**src/rtl/mem_stage.sv**
```systemverilog
// mem_stage: memory-access pipeline stage between EX/MEM and MEM/WB.
// Takes the EX/MEM ALU result as a byte address, drives a req/ready/rvalid
// data bus with byte lanes, extends load data, and stalls the pipeline until
// the access completes or times out.
// Optional build macro: MISALIGN_TRAP_EN. When it is defined, misaligned
// halfword/word accesses skip the bus and report misaligned with mem_done.
module mem_stage #(
    parameter int unsigned TIMEOUT = 16
) (
    input  logic        clk,
    input  logic        rst,
    input  logic        ex_mem_valid,
    input  logic        flush,
    input  logic        mem_read,
    input  logic        mem_write,
    input  logic [2:0]  funct3,
    input  logic [31:0] alu_result,
    input  logic [31:0] store_data,
    output logic        dmem_req,
    output logic        dmem_we,
    output logic [31:0] dmem_addr,
    output logic [31:0] dmem_wdata,
    output logic [3:0]  dmem_be,
    input  logic        dmem_ready,
    input  logic        dmem_rvalid,
    input  logic [31:0] dmem_rdata,
    output logic        mem_stall,
    output logic        mem_done,
    output logic [31:0] load_data,
    output logic        bus_err,
    output logic        misaligned
);

    typedef enum logic [1:0] {IDLE, REQ, RESP, DONE} state_t;

    localparam logic [7:0] LAST_CNT = 8'(TIMEOUT - 1);

    state_t      state;
    state_t      state_next;
    logic        start;
    logic [3:0]  be_in;
    logic [31:0] wdata_in;
    logic        mis_in;
    logic [7:0]  cnt;
    logic        cnt_last;
    logic        is_load_q;
    logic [2:0]  funct3_q;
    logic [1:0]  off_q;

    // Sign/zero-extend the addressed byte or halfword of a read word.
    function automatic logic [31:0] extend_load(input logic [31:0] word,
                                                input logic [2:0]  f3,
                                                input logic [1:0]  off);
        logic [7:0]  b;
        logic [15:0] h;
        case (off)
            2'd0:    b = word[7:0];
            2'd1:    b = word[15:8];
            2'd2:    b = word[23:16];
            default: b = word[31:24];
        endcase
        h = off[1] ? word[31:16] : word[15:0];
        case (f3)
            3'b000:  extend_load = {{24{b[7]}}, b};
            3'b100:  extend_load = {24'd0, b};
            3'b001:  extend_load = {{16{h[15]}}, h};
            3'b101:  extend_load = {16'd0, h};
            default: extend_load = word;
        endcase
    endfunction

    // Reset is gated in so nothing is reported as stalling while reset is held.
    assign start    = ~rst & (state == IDLE) & ex_mem_valid & ~flush & (mem_read | mem_write);
    assign cnt_last = (cnt == LAST_CNT);

    assign dmem_req  = (state == REQ);
    assign dmem_we   = (state == REQ) & ~is_load_q;
    assign mem_stall = start | (state == REQ) | (state == RESP);
    assign mem_done  = (state == DONE);

    // Decode funct3 into byte enables, lane-replicated write data and the misalignment flag.
    always_comb begin
        // NOTE: every signal gets a default before the case so no path leaves it
        // unassigned; a missing default would infer a latch.
        be_in    = 4'b1111;
        wdata_in = store_data;
        mis_in   = 1'b0;
        case (funct3[1:0])
            2'b00: begin
                be_in    = 4'b0001 << alu_result[1:0];
                wdata_in = {4{store_data[7:0]}};
            end
            2'b01: begin
                be_in    = alu_result[1] ? 4'b1100 : 4'b0011;
                wdata_in = {2{store_data[15:0]}};
            end
            default: ;
        endcase
`ifdef MISALIGN_TRAP_EN
        mis_in = ((funct3[1:0] == 2'b01) & alu_result[0]) | (funct3[1] & (|alu_result[1:0]));
`endif
        if (mem_read) begin
            be_in    = 4'b1111;
            wdata_in = '0;
        end
    end

    // State register.
    always_ff @(posedge clk or posedge rst) begin
        // NOTE: sequential state uses non-blocking assignments so every flop
        // samples the pre-edge values regardless of block evaluation order.
        if (rst) state <= IDLE;
        else     state <= state_next;
    end

    // Next-state logic: bus handshake progress and timeout.
    always_comb begin
        state_next = state;
        case (state)
            IDLE: if (start) state_next = mis_in ? DONE : REQ;
            REQ: begin
                if (dmem_ready)    state_next = is_load_q ? RESP : DONE;
                else if (cnt_last) state_next = DONE;
            end
            RESP: if (dmem_rvalid || cnt_last) state_next = DONE;
            DONE: state_next = IDLE;
            default: state_next = IDLE;
        endcase
    end

    // Timeout counter: cleared on entry to REQ/RESP, counts while waiting there.
    always_ff @(posedge clk or posedge rst) begin
        if (rst) begin
            cnt <= '0;
        end else if ((state_next == REQ && state != REQ) || (state_next == RESP && state != RESP)) begin
            cnt <= '0;
        end else if (state == REQ || state == RESP) begin
            cnt <= cnt + 8'd1;
        end
    end

    // Capture the access at start, and record the result status as the access ends.
    always_ff @(posedge clk or posedge rst) begin
        if (rst) begin
            dmem_addr  <= '0;
            dmem_wdata <= '0;
            dmem_be    <= '0;
            funct3_q   <= '0;
            off_q      <= '0;
            is_load_q  <= 1'b0;
            load_data  <= '0;
            bus_err    <= 1'b0;
            misaligned <= 1'b0;
        end else begin
            case (state)
                IDLE: begin
                    if (start) begin
                        dmem_addr  <= {alu_result[31:2], 2'b00};
                        dmem_wdata <= wdata_in;
                        dmem_be    <= be_in;
                        funct3_q   <= funct3;
                        off_q      <= alu_result[1:0];
                        is_load_q  <= mem_read;
                        bus_err    <= 1'b0;
                        misaligned <= mis_in;
                        if (mis_in) load_data <= '0;
                    end
                end
                REQ: begin
                    if (!dmem_ready && cnt_last) begin
                        bus_err   <= 1'b1;
                        load_data <= '0;
                    end
                end
                RESP: begin
                    if (dmem_rvalid) begin
                        load_data <= extend_load(dmem_rdata, funct3_q, off_q);
                    end else if (cnt_last) begin
                        bus_err   <= 1'b1;
                        load_data <= '0;
                    end
                end
                default: ;
            endcase
        end
    end

endmodule

```
**config.mk**
```make
export PLATFORM = sky130hd
export DESIGN_NAME = mem_stage
export DESIGN_NICKNAME = d
export VERILOG_FILES = /design/src/rtl/mem_stage.sv
export SDC_FILE = /design/constraint.sdc
export NUM_CORES = 1
export LEC_CHECK = 0
export BUFFER_PORTS_ARGS = -buffer_cell sky130_fd_sc_hd__buf_2
export CAP_MARGIN = 40
export CELL_PAD_IN_SITES_DETAIL_PLACEMENT = 1
export CELL_PAD_IN_SITES_GLOBAL_PLACEMENT = 2
export CORE_UTILIZATION = 25
export CTS_CLUSTER_SIZE = 10
export DETAILED_ROUTE_END_ITERATION = 10
export PLACE_DENSITY_LB_ADDON = 0.1
export SLEW_MARGIN = 15
export SYNTH_ARGS = -nofsm -noshare
export SYNTH_HDL_FRONTEND = slang
export SYNTH_SLANG_ARGS = --single-unit
```
**constraint.sdc**
```tcl
create_clock -name clk -period 4 [get_ports clk]
set_input_delay 0.8 -clock clk [delete_from_list [all_inputs] [get_ports clk]]
set_output_delay 0.8 -clock clk [all_outputs]
set_load 0.05 [all_outputs]
```
==> impl_results.md, run 1 <==
- Status: finished with violations
- Failing checks: DRC
- Compound-gate portion of the synthesized area: 0.126
- Clk buf depth: 2
- CTS buffer count: 17
- Cell Chain, Critical Path: inv_1, ha_1, nor2_1, nand2_1, buf_2
- Synth Area in Simple Gates: 0.171
- XOR/XNOR Fraction of Synth Area: 0.0108
- Post-synth top area cell: dfrtp_1
- Finished Cell Area: 7710 µm²
- Power Dens Cells: 894 nW/µm²
- Core ar.: 22,000 µm²
- Crit path kind: flip-flop to output port
- TritonRoute pass-1 iters: 7
- Setup Fix Bufs, Post-CTS: 0
- Clock transition at path regs: 0.06 ns
- Warnings, synthesis: 0
- Leak: 4.16 nW
- Routed vias/inst: 4.59
- Initial antenna violation count: 3
- Worst Path Arrival: 1.91 ns
- Worst EP required: 3.20 ns
- Ports: 213
- Max Clk Rate: 0.369 GHz
- Final Setup Violations: 0
- Clock Latency Late Sink: 0.41 ns
- WL per Instance: 17.2 µm
- EDFF count, synth: 0
- Synthesized area: 5680 µm²
- GRT met3 Usage: 0.0685
- Setup Skew: 0.00562 ns
- Distinct cell type count after synthesis: 49
- GR Overflow Total: 0
- Starting Density: 0.258
- Async set or reset register ratio after synthesis: 1.00
- Placed instance area: 7070 µm²
- Initial DRC Count: 263
- Routed WL: 18,700 µm
- Synth-to-Final Area Change: 35.6%
- Via count: 5,003
- Crit path time final: 2.71 ns
- Layout cell share with drive strength beyond 1: 0.342
- Die Y: 153 µm
- Die area: 23,300 µm²
- CP Launch Type: flip-flop
- Commonest register cell after synthesis: dfrtp_1
- Top cells by count, synth: 168 x nand2_1, 115 x dfrtp_1, 38 x nor2_1
- GPL Wtd Cong: 0.729
- Setup_tns: 0 ns
- H-Tree Depth: 4
- Synth Register Bits: 115
- All-Layer GR Usage: 0.166
- TritonCTS clock tree: yes
- Sequential-to-total area share from yosys stat: 0.506
- Die X: 153 µm
- Max-cap violation count: 0
- Clk sinks: 115
- Grt met2 use: 0.270
- Fin util: 0.350
- First-pass GRT wire length: 30,100 µm
- Mux cell area share after synthesis: 0.124
- Top cells by area, synth: dfrtp_1 51%, nand2_1 11%, mux2i_1 6.2%, mux2_4 2.6%, mux2_1 2.6%
- DRC: 10
- Combinational family with the most area after synthesis: simple AND/OR/NAND/NOR gates
- Worst slew pin tran: 0.708 ns
- Slew margin rel.: 0.527
- RSZ-0062 raised after global routing: no
- Largest net degree at the start of global routing: 64
- CTS root buf: clkbuf_16
- Nets: 910
- M1 GR Usage: 0.202
- Hold WC Path Type: input port to asynchronous set/reset pin
- CP max FO: 9
- Worst Hold Slack: 0.299 ns
- Post-CTS Resized: 0
- Hold Buf Count CTS: 0
- N_diodes: 0
- Yosys top cell area share: 0.506
- Detailed placement HPWL: 14,000 µm
- Post-route ant nets: 0
- Gate Count Post-Synth: 594
- Row cnt: 54
- Period utilization: 0.677
- Synth Area in Adders: 0.0132
- Most Crowded Layer GR: met2
- Slowest library cell on the worst path: dfrtp_1
- Port Buf Inserts: 209
- Syn_area_per_cell: 9.57 µm²
- Critical Path End Type: output port
- Peak VDD IR: 372 µV
- Most common cell in the netlist: nand2_1
- Hold Vio Cnt, Final: 0
- Vias in the first global route: 5,428
- Critical path's largest stage delay: 0.43 ns
- Fin. max-slew vios: 0
logic make-up after synthesis:
kind of cell / count (synthesis)
simple gates: 236
flops: 115
compound gates: 104
mux: 63
buf+inv: 62
xor+xnor: 7
fa+ha+maj: 6
other cells: 1
path summary, 6_finish.rpt:
kind                          startpoint  depth (start not counted)  slack, ns       endpoint
max                             state[0]                          5       1.29      mem_stall
min                                  rst                          2       0.30  dmem_wdata[6]
max reg2reg                     state[1]                          7       1.52         cnt[4]
min reg2reg                dmem_wdata[0]                          2       0.46  dmem_wdata[0]
max in group asynchronous            rst                          4       2.94  dmem_addr[16]
min in group clk           dmem_wdata[0]                          2       0.46  dmem_wdata[0]
routing by layer:
metal,part of all wire,vias up
met5,0.00043,-
met4,0.0099,2
met3,0.081,14
met2,0.48,138
met1,0.43,2442
li1,-,2407
power by group:
part | switching [mW] | internal, mW
clock network | 0.562 | 1.07
registers | 0.327 | 1.61
logic | 2.46 | 0.859
total | 3.35 | 3.54
cell type report:
cell class / instances / area [µm²]
fillers: 2603 / 14300
inverters: 23 / 88.8
well taps: 280 / 350
multi-input cells: 419 / 2560
repair buffers: 221 / 1190
flip-flops and latches: 115 / 2880
clock buffers: 19 / 453
clock inverters: 13 / 183
worst max-delay path: cells and delay by family, from the launching register on:
family | cells | cell delay, ns
adder cells (fa/ha/maj) | 1 | 0.41
buffers and inverters | 2 | 0.39
AND/OR/NAND/NOR | 2 | 0.25
flip-flops | 1 | 0.43
flip-flops by register name (all words and copies together), names as in the netlist, 2 cells and up:
name / cells
dmem_addr: 30
cnt: 8
dmem_wdata: 32
state: 2
load_data: 32
funct3_q: 3
off_q: 2
dmem_be: 4
cell usage in the layout, fill, tap and decap left out, types with 4 or more instances in the layout:
cell type and instances:
o21ai_0 24, dfrtp_1 115, a21oi_1 20, buf_4 8, mux2_2 5, nand3b_1 8, buf_2 209, a21o_1 9
nor3_1 7, clkbuf_16 17, a31oi_1 4, ha_1 6, a221oi_1 7, mux2_1 13, o22ai_1 8, nand2_1 168
clkinvlp_4 4, xor2_1 4, inv_1 22, bufinv_16 4, o31ai_1 16, mux2i_1 35, nor2_1 38, mux2_4 10
stage by stage:
stage	setup slack (ns)	std cells	power (mW)
after global routing	1.13	1090	7.30
after detailed placement	1.16	1058	5.32
final	1.29	1090	6.89
after global placement	1.25	1054	5.25
after floorplan	0.156	596	4.45
after CTS	1.27	1090	7.01
Note: power is estimated with default switching activity, not from simulation.
==> run 2: changes to the inputs <==
==> constraint.sdc (replaced) <==
create_clock -name clk -period 2.3 [get_ports clk]
set_input_delay 0.46 -clock clk [delete_from_list [all_inputs] [get_ports clk]]
set_output_delay 0.46 -clock clk [all_outputs]
set_load 0.05 [all_outputs]
==> impl_results.md, run 2 (synthesized netlist as in run 1, its figures left out) <==
- Port Buf Inserts: 209 (unchanged)
- All-Layer GR Usage: 0.173 (+0.00659)
- Hold WC Path Type: input port to asynchronous set/reset pin
- Clk sinks: 115 (unchanged)
- Cell Chain, Critical Path: ha_1, buf_4, nor2_2, nand2_2, buf_4
- Fin. max-slew vios: 0 (unchanged)
- Setup_tns: 0 ns (unchanged)
- Row cnt: 54 (unchanged)
- Crit Reg-Reg Startpoint: cnt[5]
- Nets: 928 (+2.0%)
- Most frequent cells in the layout: 208 x buf_2, 167 x nand2_1, 115 x dfrtp_1
- Crit path time final: 2.21 ns
- RSZ-0062 raised after global routing: no
- Die X: 153 µm (unchanged)
- Worst EP required: 1.84 ns (-1.36 ns)
- Hold Vio Cnt, Final: 0 (unchanged)
- Power Total: 12.1 mW (+75%)
- Clock Latency Late Sink: 0.41 ns (about the same)
- Power Dens Cells: 1540 nW/µm² (+72%)
- Worst Path Arrival: 1.75 ns (-0.16 ns)
- Routed vias/inst: 4.60 (+0.18%)
- Via count: 5,095 (+1.8%)
- Die Y: 153 µm (unchanged)
- Initial DRC Count: 197 (-25%)
- Status: finished with violations
- WL per Instance: 17.3 µm (+0.88%)
- Crit path top cell by count: buf_4
- Worst slack, placed: 0.0617 ns (-1.10 ns)
- Starting Density: 0.258 (unchanged)
- TritonRoute pass-1 iters: 7 (unchanged)
- Final worst slack: 0.0924 ns (-1.20 ns)
- Crit path buf inv count: 2 (unchanged)
- # placed instances: 1,075 (+1.6%)
- Finished Cell Area: 7820 µm² (+1.4%)
- Max-cap violation count: 0 (unchanged)
- Die area: 23,300 µm² (unchanged)
- Synth-to-Final Area Change: 37.6%
- Routed WL: 19,200 µm (+2.6%)
- Ports: 213 (unchanged)
- Leak: 4.23 nW (+1.6%)
- TritonCTS clock tree: yes
- Top Family by Delay on Critical Path: flip-flops
- Critical Path End Type: output port
- Peak VDD IR: 585 µV (+57%)
- CP max FO: 8 (-1)
- Post-route ant nets: 0 (unchanged)
- Largest net degree at the start of global routing: 85 (+33%)
- Initial antenna violation count: 4 (+1)
- Setup crit start: state[1]
- Biggest regs: dmem_wdata (32), load_data (32), dmem_addr (30)
- DRC: 11 (+1)
- Slowest library cell on the worst path: dfrtp_1
- Detailed placement HPWL: 14,300 µm (+2.3%)
- CTS buffer count: 17 (unchanged)
- Layout cell share with drive strength beyond 1: 0.360 (+0.0176)
- GR Overflow Total: 0 (unchanged)
- Slew margin rel.: 0.563 (+0.0363)
- H-Tree Depth: 4 (unchanged)
- GPL Wtd Cong: 0.763 (+4.7%)
- Final std cells w/o fill: 1,108 (+1.7%)
- Period utilization: 0.960
- Worst slew pin tran: 0.655 ns (-0.0527 ns)
- Failing checks: DRC
- First-pass GRT wire length: 31,500 µm (+4.5%)
- Commonest non-fill, non-tap cell in the layout: buf_2
- Clock transition at path regs: 0.05 ns (about the same)
- Clk buf depth: 2 (unchanged)
- Max Clk Rate: 0.453 GHz
- CP Launch Type: flip-flop
- Core ar.: 22,000 µm² (unchanged)
- Vias in the first global route: 5,641 (+3.9%)
- Crit path kind: flip-flop to output port
- Critical path's largest stage delay: 0.45 ns (+0.02 ns)
- Setup Skew: 0.00380 ns (-0.00183 ns)
- CTS root buf: clkbuf_16
- Final Setup Violations: 0 (unchanged)
- Placed instance area: 7220 µm² (+2.1%)
## run 2: power breakdown
part / total [mW] / switching (mW) / internal [mW]
sequential: 3.26 / 0.465 / 2.80
combinational: 6.18 / 4.47 / 1.71
clock: 2.60 / 0.912 / 1.69
total: 12.1 / 5.85 / 6.20
## run 2: layer usage
| metal | track usage | routed length, µm |
|---|---|---|
| met1 | 0.215 | 8440 |
| met2 | 0.279 | 9090 |
| met3 | 0.0577 | 1330 |
| met4 | 0.0601 | 297 |
| met5 | 0 | 26 |
## run 2: tightest hold or removal path: cells and delay by family
| kind | cells | cell delay, ns |
|---|---|---|
| buf+inv | 3 | 0.53 |
## run 2: path summary, 6_finish.rpt
path	slack, ns	to	cells after the start
min in group clk	0.24	dmem_addr[11]	3
max in group asynchronous	1.54	load_data[7]	3
max reg2reg	0.10	cnt[7]	6
max	0.09	mem_stall	5
min reg2reg	0.46	dmem_wdata[1]	2
min	0.18	dmem_wdata[2]	3
## run 2: layout make-up
cell class,count,area [µm²]
Tap cell,280,350
Multi-Input combinational cell,419,2610
Sequential cell,115,2880
Fill cell,2594,14200
Timing Repair Buffer,239,1320
Clock buffer,25,495
Clock inverter,5,75.1
Inverter,23,90.1
Antenna cell,2,5.00
## run 2: stage by stage
step	utilization	hold WS [ns]
finish	0.355	0.181
floorplan	-	0.489
global route	0.355	0.208
CTS	0.354	0.195
global placement	0.327	0.451
detailed placement	0.328	0.451
## run 2: timing repair
| item | in CTS | in global routing |
|---|---|---|
| setup buffers | 0 | 1 |
| pin swaps | 0 | 1 |
| hold buffers | 0 | 0 |
| endpoints found under the setup margin | 1 | 10 |
| gates cloned | 0 | 0 |
| resized for setup | 3 | 2 |
